File: config.mk
export PLATFORM = sky130hd
export DESIGN_NAME = vec_serializer_flat
export DESIGN_NICKNAME = d
export VERILOG_FILES = /design/src/rtl/vec_serializer_if.sv /design/src/rtl/vec_serializer.sv /design/src/flat_wrapper.sv
export SDC_FILE = /design/constraint.sdc
export NUM_CORES = 1
export LEC_CHECK = 0
export CAP_MARGIN = 20
export CORE_MARGIN = 8
export CORE_UTILIZATION = 46
export CTS_CLUSTER_SIZE = 25
export DETAILED_ROUTE_END_ITERATION = 10
export GPL_TIMING_DRIVEN = 0
export PLACE_DENSITY = 0.83
export SLEW_MARGIN = 20
export SYNTH_ARGS = -nofsm -noshare
export SYNTH_HDL_FRONTEND = slang
export SYNTH_SLANG_ARGS = --single-unit
File: constraint.sdc
create_clock -name clk -period 1.7 [get_ports clk]
set_input_delay 0.255 -clock clk [delete_from_list [all_inputs] [get_ports clk]]
set_output_delay 0.255 -clock clk [all_outputs]
set_load 0.03 [all_outputs]
File: src/rtl/vec_serializer_if.sv
// Handshake bundle between a parallel vector producer, the serializer and a
// narrow per-beat consumer. Signal names are seen from the serializer side.
interface vec_serializer_if #(
    parameter int DATA_WIDTH = 8,
    parameter int NUM_REGS   = 10
);
    localparam int IDX_W = (NUM_REGS > 1) ? $clog2(NUM_REGS) : 1;

    logic                  i_valid;
    logic                  o_ready;
    logic [DATA_WIDTH-1:0] din [NUM_REGS];
    logic                  o_valid;
    logic                  i_ready;
    logic [DATA_WIDTH-1:0] dout;
    logic [IDX_W-1:0]      o_index;
    logic                  o_last;
    logic                  o_busy;

    // Serializer side
    modport slave (
        input  i_valid, din, i_ready,
        output o_ready, o_valid, dout, o_index, o_last, o_busy
    );

    // Producer/consumer side
    modport master (
        output i_valid, din, i_ready,
        input  o_ready, o_valid, dout, o_index, o_last, o_busy
    );
endinterface

File: src/rtl/vec_serializer.sv
// Vector serializer: captures NUM_REGS words in one handshake and streams them
// out one word per beat with index and last flag. A new vector may be taken on
// the last beat of the current one, so back-to-back vectors have no bubble.
//
// state  | meaning
// -------+----------------------------------------------------------
// IDLE   | no vector held; ready to capture, o_valid low
// STREAM | vector held in r_buf; presenting element r_idx downstream
module vec_serializer #(
    parameter int DATA_WIDTH = 8,
    parameter int NUM_REGS   = 10
) (
    input  logic             clk,
    input  logic             rst,
    vec_serializer_if.slave  bus
);
    localparam int             IDX_W    = (NUM_REGS > 1) ? $clog2(NUM_REGS) : 1;
    localparam logic [IDX_W-1:0] LAST_IDX = IDX_W'(NUM_REGS - 1);

    typedef enum logic {
        IDLE   = 1'b0,
        STREAM = 1'b1
    } state_t;

    state_t                r_state;
    logic [IDX_W-1:0]      r_idx;
    logic [DATA_WIDTH-1:0] r_buf [NUM_REGS];

    logic w_valid;
    logic w_last;
    logic w_beat;
    logic w_ready;
    logic w_cap;

    // Handshake decode; the i_ready -> o_ready path lets the last beat and
    // the next capture share one edge.
    assign w_valid = (r_state == STREAM);
    assign w_last  = (r_idx == LAST_IDX);
    assign w_beat  = w_valid && bus.i_ready;
    assign w_ready = (r_state == IDLE) || (w_beat && w_last);
    assign w_cap   = bus.i_valid && w_ready;

    assign bus.o_ready = w_ready;
    assign bus.o_valid = w_valid;
    assign bus.o_busy  = w_valid;
    assign bus.o_last  = w_last;
    assign bus.o_index = r_idx;
    assign bus.dout    = r_buf[r_idx];

    // Sequencer: capture a whole vector, then advance one element per beat.
    always_ff @(posedge clk or negedge rst) begin
        if (!rst) begin
            r_state <= IDLE;
            r_idx   <= '0;
            for (int i = 0; i < NUM_REGS; i++) begin
                r_buf[i] <= '0;
            end
        end else if (w_cap) begin
            r_buf   <= bus.din;
            r_idx   <= '0;
            r_state <= STREAM;
        end else if (w_beat) begin
            if (w_last) begin
                r_state <= IDLE;
                r_idx   <= '0;
            end else begin
                r_idx   <= r_idx + 1'b1;
            end
        end
    end
endmodule
File: src/flat_wrapper.sv
// flat-port wrapper written by rule: the top's interface ports become plain ports
module vec_serializer_flat 
#(
    parameter int DATA_WIDTH = 8,
    parameter int NUM_REGS   = 10
)
  (clk, rst, bus_i_valid, bus_din, bus_i_ready, bus_o_ready, bus_o_valid, bus_dout, bus_o_index, bus_o_last, bus_o_busy);
  vec_serializer_if #(.DATA_WIDTH(DATA_WIDTH), .NUM_REGS(NUM_REGS)) bus_i ();
  input  logic clk;
  input  logic rst;
  input wire logic [$bits(bus_i.i_valid)-1:0] bus_i_valid;
  input wire logic [$bits(bus_i.din)-1:0] bus_din;
  input wire logic [$bits(bus_i.i_ready)-1:0] bus_i_ready;
  output wire logic [$bits(bus_i.o_ready)-1:0] bus_o_ready;
  output wire logic [$bits(bus_i.o_valid)-1:0] bus_o_valid;
  output wire logic [$bits(bus_i.dout)-1:0] bus_dout;
  output wire logic [$bits(bus_i.o_index)-1:0] bus_o_index;
  output wire logic [$bits(bus_i.o_last)-1:0] bus_o_last;
  output wire logic [$bits(bus_i.o_busy)-1:0] bus_o_busy;
  assign bus_i.i_valid = bus_i_valid;
  assign bus_i.din = {>>{bus_din}};
  assign bus_i.i_ready = bus_i_ready;
  assign bus_o_ready = bus_i.o_ready;
  assign bus_o_valid = bus_i.o_valid;
  assign bus_dout = bus_i.dout;
  assign bus_o_index = bus_i.o_index;
  assign bus_o_last = bus_i.o_last;
  assign bus_o_busy = bus_i.o_busy;
  vec_serializer #(.DATA_WIDTH(DATA_WIDTH), .NUM_REGS(NUM_REGS)) u_core (.clk(clk), .rst(rst), .bus(bus_i));
endmodule
==> results of run 1 <==
state kept, by name, indices dropped and copies added (netlist names):
register	flops
u_core.bus.o_busy	1
u_core.bus.o_index	4
u_core.r_buf	80
power groups by stage:
stage | clock [W] | combinational, W | sequential [W]
6_report | 0.00139 | 0.00705 | 0.00374
5_1_grt | 0.00152 | 0.00737 | 0.00382
2_1_floorplan | 0 | 0.00416 | 0.00353
3_3_place_gp | 0 | 0.00554 | 0.00360
3_5_place_dp | 0 | 0.00561 | 0.00367
4_1_cts | 0.00140 | 0.00665 | 0.00367
cells in the final DEF (no fill, tap or decap), types with 8 or more instances in the layout:
cell	count
clkbuf_8	10
mux4_2	8
mux2_4	83
nor2b_1	8
dfrtp_1	83
buf_4	14
buf_12	24
o32ai_4	8
buf_16	9
buf_6	14
clkdlybuf4s50_1	82
synthesized netlist by cell type:
library cell  instances
buf_12                8
buf_4                 3
a21boi_0              1
o21ai_0               1
mux2_4               80
nand4b_2              1
a21boi_1              1
a211oi_1              8
ha_1                  2
buf_6                 2
mux2_1                8
o21ai_1               4
nand2_1               5
buf_2                 3
o32ai_1               8
buf_8                 1
mux4_2                8
nand4_1               1
nor2b_1               8
nor2_1                1
nand3b_1              2
o2bb2a_1              1
dfrtp_1              85
o22ai_1               8
nand3_1               3
clkbuf_1              3
mux2i_1               9
nand2b_1              2
a21boi_2              1
inv_1                 3
through the flow:
stage,setup TNS (ns),setup slack [ns]
after floorplan,-14.09,-0.1858
final,-34.99,-0.6064
after CTS,-23.74,-0.6311
after global routing,-40.10,-0.6830
after global placement,-244.09,-2.836
after detailed placement,-31.39,-0.8202
worst paths after layout:
check | start | end | slack [ns] | cells after the start
worst max-delay path | u_core.bus.o_index[0]$_DFFE_PN0P_ | bus_dout[6] | -0.61 | 6
max in group asynchronous | rst | u_core.bus.o_index[0]$_DFFE_PN0P_ | 0.64 | 3
min in group clk | u_core.r_buf[26]$_DFFE_PN0N_ | u_core.r_buf[26]$_DFFE_PN0N_ | 0.51 | 1
worst min register to register | u_core.r_buf[26]$_DFFE_PN0N_ | u_core.r_buf[26]$_DFFE_PN0N_ | 0.51 | 1
worst min-delay path | rst | u_core.r_buf[57]$_DFFE_PN0N_ | 0.42 | 2
worst max register to register | u_core.bus.o_index[1]$_DFFE_PN0P_ | u_core.r_buf[4]$_DFFE_PN0N_ | -0.43 | 11
area by class of cell:
class | count | area share [%]
plain buffers | 19 | 4.451
well taps | 111 | 2.059
inverters | 3 | 0.2040
repair buffers | 138 | 24.41
flip-flops and latches | 85 | 31.57
clock buffers | 12 | 2.151
clock inverters | 2 | 0.5193
multi-input cells | 163 | 34.64
worst reg2reg max path, stage by stage (launching register included):
cell	delay (ns)
dfrtp_2	0.43
buf_8	0.15
buf_6	0.12
inv_4	0.06
ha_4	0.14
nand4b_4	0.11
a21boi_2	0.19
buf_8	0.14
buf_12	0.15
buf_12	0.12
buf_12	0.12
mux2_4	0.30
what timing repair did:
item	4_1_cts	5_1_grt
buffers inserted	20	10
endpoints found under the hold margin	38	0
hold buffers	1	0
gates cloned	9	0
setup endpoints to repair	95	91
resized for setup	118	19
pin swaps	6	3
cell families after synthesis:
family | count (synthesis) | synth area share, %
flops | 85 | 48.91
simple gates | 23 | 3.136
compound gates | 33 | 5.553
mux | 105 | 35.90
fa+ha+maj | 2 | 0.5753
buf+inv | 23 | 5.926
metal layers:
metal  GRT usage [%]  up-vias  routed length, µm
li1                -     1310                  -
met1           24.98     1491               5427
met2           32.74       80               6167
met3           3.940       21                548
met4           10.21        0                358
met5               0        -                  0
==> metrics, run 1 <==
TritonCTS clock tree=built; Yosys warnings=0; sequential-to-total area share from yosys stat=48.91%; net count after synthesis=357; row count=35; design area=6746 µm²; Die Y=roughly 110 µm; Synth Cell Area=4349 µm²; GRT Util Overall=20.13%; clock buffer depth=2; worst hold slack=0.4243 ns; CP top delay family=multiplexers; cts bufs inserted=9; # DRC=0; Worst-Skew Late Latency=0.35 ns; routed vias/inst=5.445; wire per inst=23.46 µm; Area contributors post-synth=dfrtp_1 49%, mux2_4 28%, mux4_2 4.1%; Area growth syn-to-layout=55.12%; I/O pin cnt=100; Slew headroom=approximately two thirds; first-pass GRT wire length=19.57 mm; Logic pwr share=57.9%; Initial Util=a little under half; critical path type=reg2out; P_sw=0.004302 W; # diodes=0; most used cell, CP=buf_12; share of power burned in registers=between 30% and 40%; grt ovf=0; clock root buffer=clkbuf_8; Max stage delay on crit path=0.55 ns; # fillers=around 550; largest net degree at the start of global routing=48; critical path capture point type=output port; failing checks=negative setup slack; post-synthesis register bit count=85; Synth top area share=about 50%; Post-Place Cells=482; Detailed Route Iter0 Violations=119; Total Power=0.01217 W; clock slew at reported path FFs=0.09 ns; final wirelength=12.50 mm; crit-path cells=buf_12 -> buf_12 -> mux4_2 -> o22ai_4 -> o32ai_4 -> buf_6; Syn Inst Count=about 270; switching part of the total=between 30 and 40%; Final Max Tran Viols=0; routed vias=2902; clock network fraction of design power=11.4%; Worst Setup Slack, final=-0.6064 ns; Core Region=9196 µm²; cell internal pwr=roughly 0.0079 W; Distinct cells, synth=30; Worst Path Required=1.44 ns; die extent in x=113.2 µm; Power Density=1804 nW/µm²; worst path bufs/invs=3; post-route ant nets=0; clk_skew=between 0.01 and 0.015 ns; Nets=505; worst slew pin tran=roughly 0.52 ns; Avg Inst Size Synth=16.05 µm²; startpoint types=register; final core occ=approximately 73%; GP Congestion=approximately 0.85; Hold Path Class=in2async; Cell Area, Placed=5747 µm²; status=finished with violations; dpl hpwl=7.853 mm; CP Max Fanout=8; post-route minimum period=about 2.3 ns; Multi-input gate area=2337 µm²; fmax=approximately 430 MHz; final hold viol count=0; Setup Viol. Count Final=90; Worst VDD drop=0.0008789 V; die area=between 10000 and 15000 µm²; Leakage=2.849 nW; DR pass1 iterations=4; sink count of the clock tree=85; vias in the first global route=~3400; CP max-delay cell=mux4_2; H-tree depth=3; initial antenna violation count=0; Finished Layout Cells=533; unrepaired setup endpoints after global routing=true; IO buf count=99; Reg area=2130 µm²; share of cells above drive strength 1=49.53%; Worst Path Arrival=2.05 ns; post-synth top area cell=dfrtp_1; post-route clock period utilization=135.7%; max cap viols=0
Power figures use the tool's default switching activity.
==> inputs of run 2 (changes only) <==
--- a/config.mk
+++ b/config.mk
@@ -5,12 +5,12 @@
 export SDC_FILE = /design/constraint.sdc
 export NUM_CORES = 1
 export LEC_CHECK = 0
+export ABC_AREA = 1
 export CAP_MARGIN = 20
 export CORE_MARGIN = 8
 export CORE_UTILIZATION = 46
 export CTS_CLUSTER_SIZE = 25
 export DETAILED_ROUTE_END_ITERATION = 10
-export GPL_TIMING_DRIVEN = 0
 export PLACE_DENSITY = 0.83
 export SLEW_MARGIN = 20
 export SYNTH_ARGS = -nofsm -noshare
==> metrics, run 2 <==
status=finished with violations (unchanged); failing checks=negative setup slack (unchanged); net count after synthesis=700 (was 357); CP Max Fanout=6 (was 8); Worst-Skew Late Latency=0.37 ns (was 0.35 ns); Max stage delay on crit path=0.50 ns (was 0.55 ns); most frequent cells in the layout=267 x nand2_1, 114 x nand3_1, 83 x dfrtp_1 (was 83 x mux2_4, 83 x dfrtp_1, 82 x clkdlybuf4s50_1); cell internal pwr=0.006227 W (was 0.007871 W); Syn Inst Count=614 (was 271); share of power burned in registers=32.2% (was 30.7%); DR pass1 iterations=5 (was 4); dpl hpwl=9.313 mm (was 7.853 mm); Setup Viol. Count Final=90 (unchanged); GRT Util Overall=21.03% (was 20.13%); Final Max Tran Viols=0 (unchanged); clock network fraction of design power=13.7% (was 11.4%); cts bufs inserted=9 (unchanged); Detailed Route Iter0 Violations=333 (was 119); Synth Cell Area=4377 µm² (was 4349 µm²); routed vias=4449 (was 2902); post-route ant nets=0 (unchanged); Worst Path Arrival=1.75 ns (was 2.05 ns); max reg flops=80 (unchanged); Hold Path Class=in2reg (was in2async); Die Y=113.5 µm (was 113.2 µm); I/O pin cnt=100 (unchanged); pre-CTS setup slack=0.006594 ns (was -0.8202 ns); H-tree depth=3 (unchanged); P_sw=0.004923 W (was 0.004302 W); row count=35 (unchanged); sink count of the clock tree=85 (unchanged); critical path capture point type=output port (unchanged); final hold viol count=0 (unchanged); Cell Area, Placed=5620 µm² (was 5747 µm²); TritonCTS clock tree=built (unchanged); Worst Setup Slack, final=-0.3037 ns (was -0.6064 ns); Core Region=9240 µm² (was 9196 µm²); sequential-to-total area share from yosys stat=48.60% (was 48.91%); clock slew at reported path FFs=0.09 ns (about the same); largest net degree at the start of global routing=65 (was 48); initial antenna violation count=0 (unchanged); post-synthesis register bit count=85 (unchanged); switching part of the total=44.15% (was 35.34%); clock buffer depth=2 (unchanged); most common cell in the netlist=nand2_1 (was dfrtp_1); Post-synth EDFFs=0 (unchanged); max cap viols=0 (unchanged); clk_skew=0.007732 ns (was 0.01234 ns); Area growth syn-to-layout=43.05% (was 55.12%); crit-path cells=inv_8 -> clkbuf_16 -> nand2_1 -> nand2_1 -> nand2_1 -> nand3_1 -> nand3_1 -> nand2_2 -> buf_6 (was buf_12 -> buf_12 -> mux4_2 -> o22ai_4 -> o32ai_4 -> buf_6); fmax=499.1 MHz (was 433.6 MHz); Finished Layout Cells=855 (was 533); final core occ=67.76% (was 73.36%); Power Density=1781 nW/µm² (was 1804 nW/µm²); routed vias/inst=5.204 (was 5.445); Async S/R FF share, synth=100.0% (unchanged); wire per inst=16.09 µm (was 23.46 µm); Synth Flop Type=dfrtp_1 (unchanged); Area contributors post-synth=dfrtp_1 49%, nand2_1 25%, nand3_1 15% (was dfrtp_1 49%, mux2_4 28%, mux4_2 4.1%); GP Congestion=0.8905 (was 0.8503); most used cell, CP=nand2_1 (was buf_12); Worst VDD drop=0.001437 V (was 0.0008789 V); unrepaired setup endpoints after global routing=true (unchanged); # fillers=731 (was 553); Nets=807 (was 505); commonest non-fill, non-tap cell in the layout=nand2_1; Synth top area share=48.60% (was 48.91%); Avg Inst Size Synth=7.128 µm² (was 16.05 µm²); final wirelength=13.76 mm (was 12.50 mm); # DRC=0 (unchanged); Distinct cells, synth=19 (was 30); Initial Util=47.37% (was 47.29%); grt ovf=0 (unchanged); clock root buffer=clkbuf_8 (unchanged); worst slew pin tran=0.6573 ns (was 0.5210 ns); die extent in x=113.5 µm (was 113.2 µm); Logic pwr share=54.1% (was 57.9%); vias in the first global route=4507 (was 3399); setup_tns=-13.23 ns (was -34.99 ns); Worst Path Required=1.44 ns (about the same); startpoint types=register (unchanged); Slew headroom=56.18% (was 65.27%); Post-Place Cells=826 (was 482); post-route minimum period=2.004 ns (was 2.306 ns); Multi-input gate area=2027 µm² (was 2337 µm²); Reg area=2130 µm² (unchanged); Synth top cells by count=290 x nand2_1, 130 x nand3_1, 85 x dfrtp_1 (was 85 x dfrtp_1, 80 x mux2_4, 9 x mux2i_1); post-route clock period utilization=117.9% (was 135.7%); CP max-delay cell=dfrtp_2 (was mux4_2); critical path type=reg2out (unchanged); first-pass GRT wire length=21.62 mm (was 19.57 mm); Largest Register=u_core.r_buf (unchanged); # diodes=0 (unchanged); design area=6261 µm² (was 6746 µm²); post-synth top area cell=dfrtp_1 (unchanged); die area=12890 µm² (was 12820 µm²); IO buf count=99 (unchanged); share of cells above drive strength 1=15.70% (was 49.53%); Leakage=3.272 nW (was 2.849 nW); Yosys warnings=0 (unchanged)
==> run 2: cell families (layout without fill, tap and decap cells) <==
logic type	Yosys count	in the layout	synth area share, %
AND/OR/NAND/NOR	425	425	40.39
buffers and inverters	96	208	9.634
flip-flops	85	85	48.60
AO/OA/AOI/OAI	5	5	0.6005
adder cells (fa/ha/maj)	2	2	0.5717
XOR/XNOR	1	1	0.2002
==> run 2: final timing paths <==
check / from / end / slack, ns / cells past startpoint
setup / recovery: u_core.bus.o_index[0]$_DFFE_PN0P_ / bus_dout[5] / -0.30 / 9
hold / removal: bus_i_valid / u_core.bus.o_busy$_DFFE_PN0P_ / 0.25 / 3
setup reg to reg: u_core.bus.o_index[0]$_DFFE_PN0P_ / u_core.r_buf[56]$_DFFE_PN0N_ / -0.25 / 10
hold reg to reg: u_core.r_buf[55]$_DFFE_PN0N_ / u_core.r_buf[55]$_DFFE_PN0N_ / 0.47 / 2
max in group asynchronous: rst / u_core.r_buf[70]$_DFFE_PN0N_ / 0.75 / 3
min in group asynchronous: rst / u_core.r_buf[45]$_DFFE_PN0N_ / 0.37 / 2
==> run 2: timing repair <==
item | 4_1_cts | 5_1_grt
buffers inserted | 5 | 0
pin swaps | 8 | 6
gates resized for setup | 36 | 24
setup endpoints to repair | 14 | 91
endpoints found under the hold margin | 29 | 0
cloned | 2 | 5
hold buffers | 1 | 0
==> run 2: stage by stage <==
step | total power, W | hold slack, ns
final | 0.01115 | 0.2500
after detailed placement | 0.008617 | 0.2231
after CTS | 0.01065 | 0.2322
after global placement | 0.008467 | 0.2163
after floorplan | 0.006750 | -0.04059
after global routing | 0.01192 | 0.2482
==> run 2: power groups by stage <==
| stage | Clock (W) | Sequential, W | Combinational (W) |
|---|---|---|---|
| 6_report | 0.00152 | 0.00359 | 0.00604 |
| 5_1_grt | 0.00161 | 0.00369 | 0.00661 |
| 4_1_cts | 0.00153 | 0.00354 | 0.00557 |
| 3_5_place_dp | 0 | 0.00357 | 0.00504 |
| 3_3_place_gp | 0 | 0.00353 | 0.00494 |
| 2_1_floorplan | 0 | 0.00346 | 0.00329 |
==> run 2: routing by layer <==
layer  routed length, µm  global-route usage [%]
met1                5755                   26.91
met2                6401                   32.43
met3                1121                   5.600
met4                 482                   9.858
met5                   0                       0
==> run 2: area by class of cell <==
type	instances	share of cell area [%]
clock buffer	10	2.198
sequential	85	34.01
multi-input combinational	433	32.37
timing repair buffer	136	24.06
inverter	56	3.677
clock inverter	6	1.099
tap	129	2.578
==> run 2: critical path, delay by kind of cell (launching register included) <==
| kind | cells | cell delay [ns] |
|---|---|---|
| flip-flops | 1 | 0.50 |
| AND/OR/NAND/NOR | 6 | 0.46 |
| buffers and inverters | 3 | 0.43 |
==> inputs of run 3 (changes only) <==
--- a/config.mk
+++ b/config.mk
@@ -6,6 +6,7 @@
 export NUM_CORES = 1
 export LEC_CHECK = 0
 export ABC_AREA = 1
+export ABC_CLOCK_PERIOD_IN_PS = 1700
 export CAP_MARGIN = 20
 export CORE_MARGIN = 8
 export CORE_UTILIZATION = 46
==> results of run 3 <==
No change in the layout: final DEF, timing and power equal those of run 2.
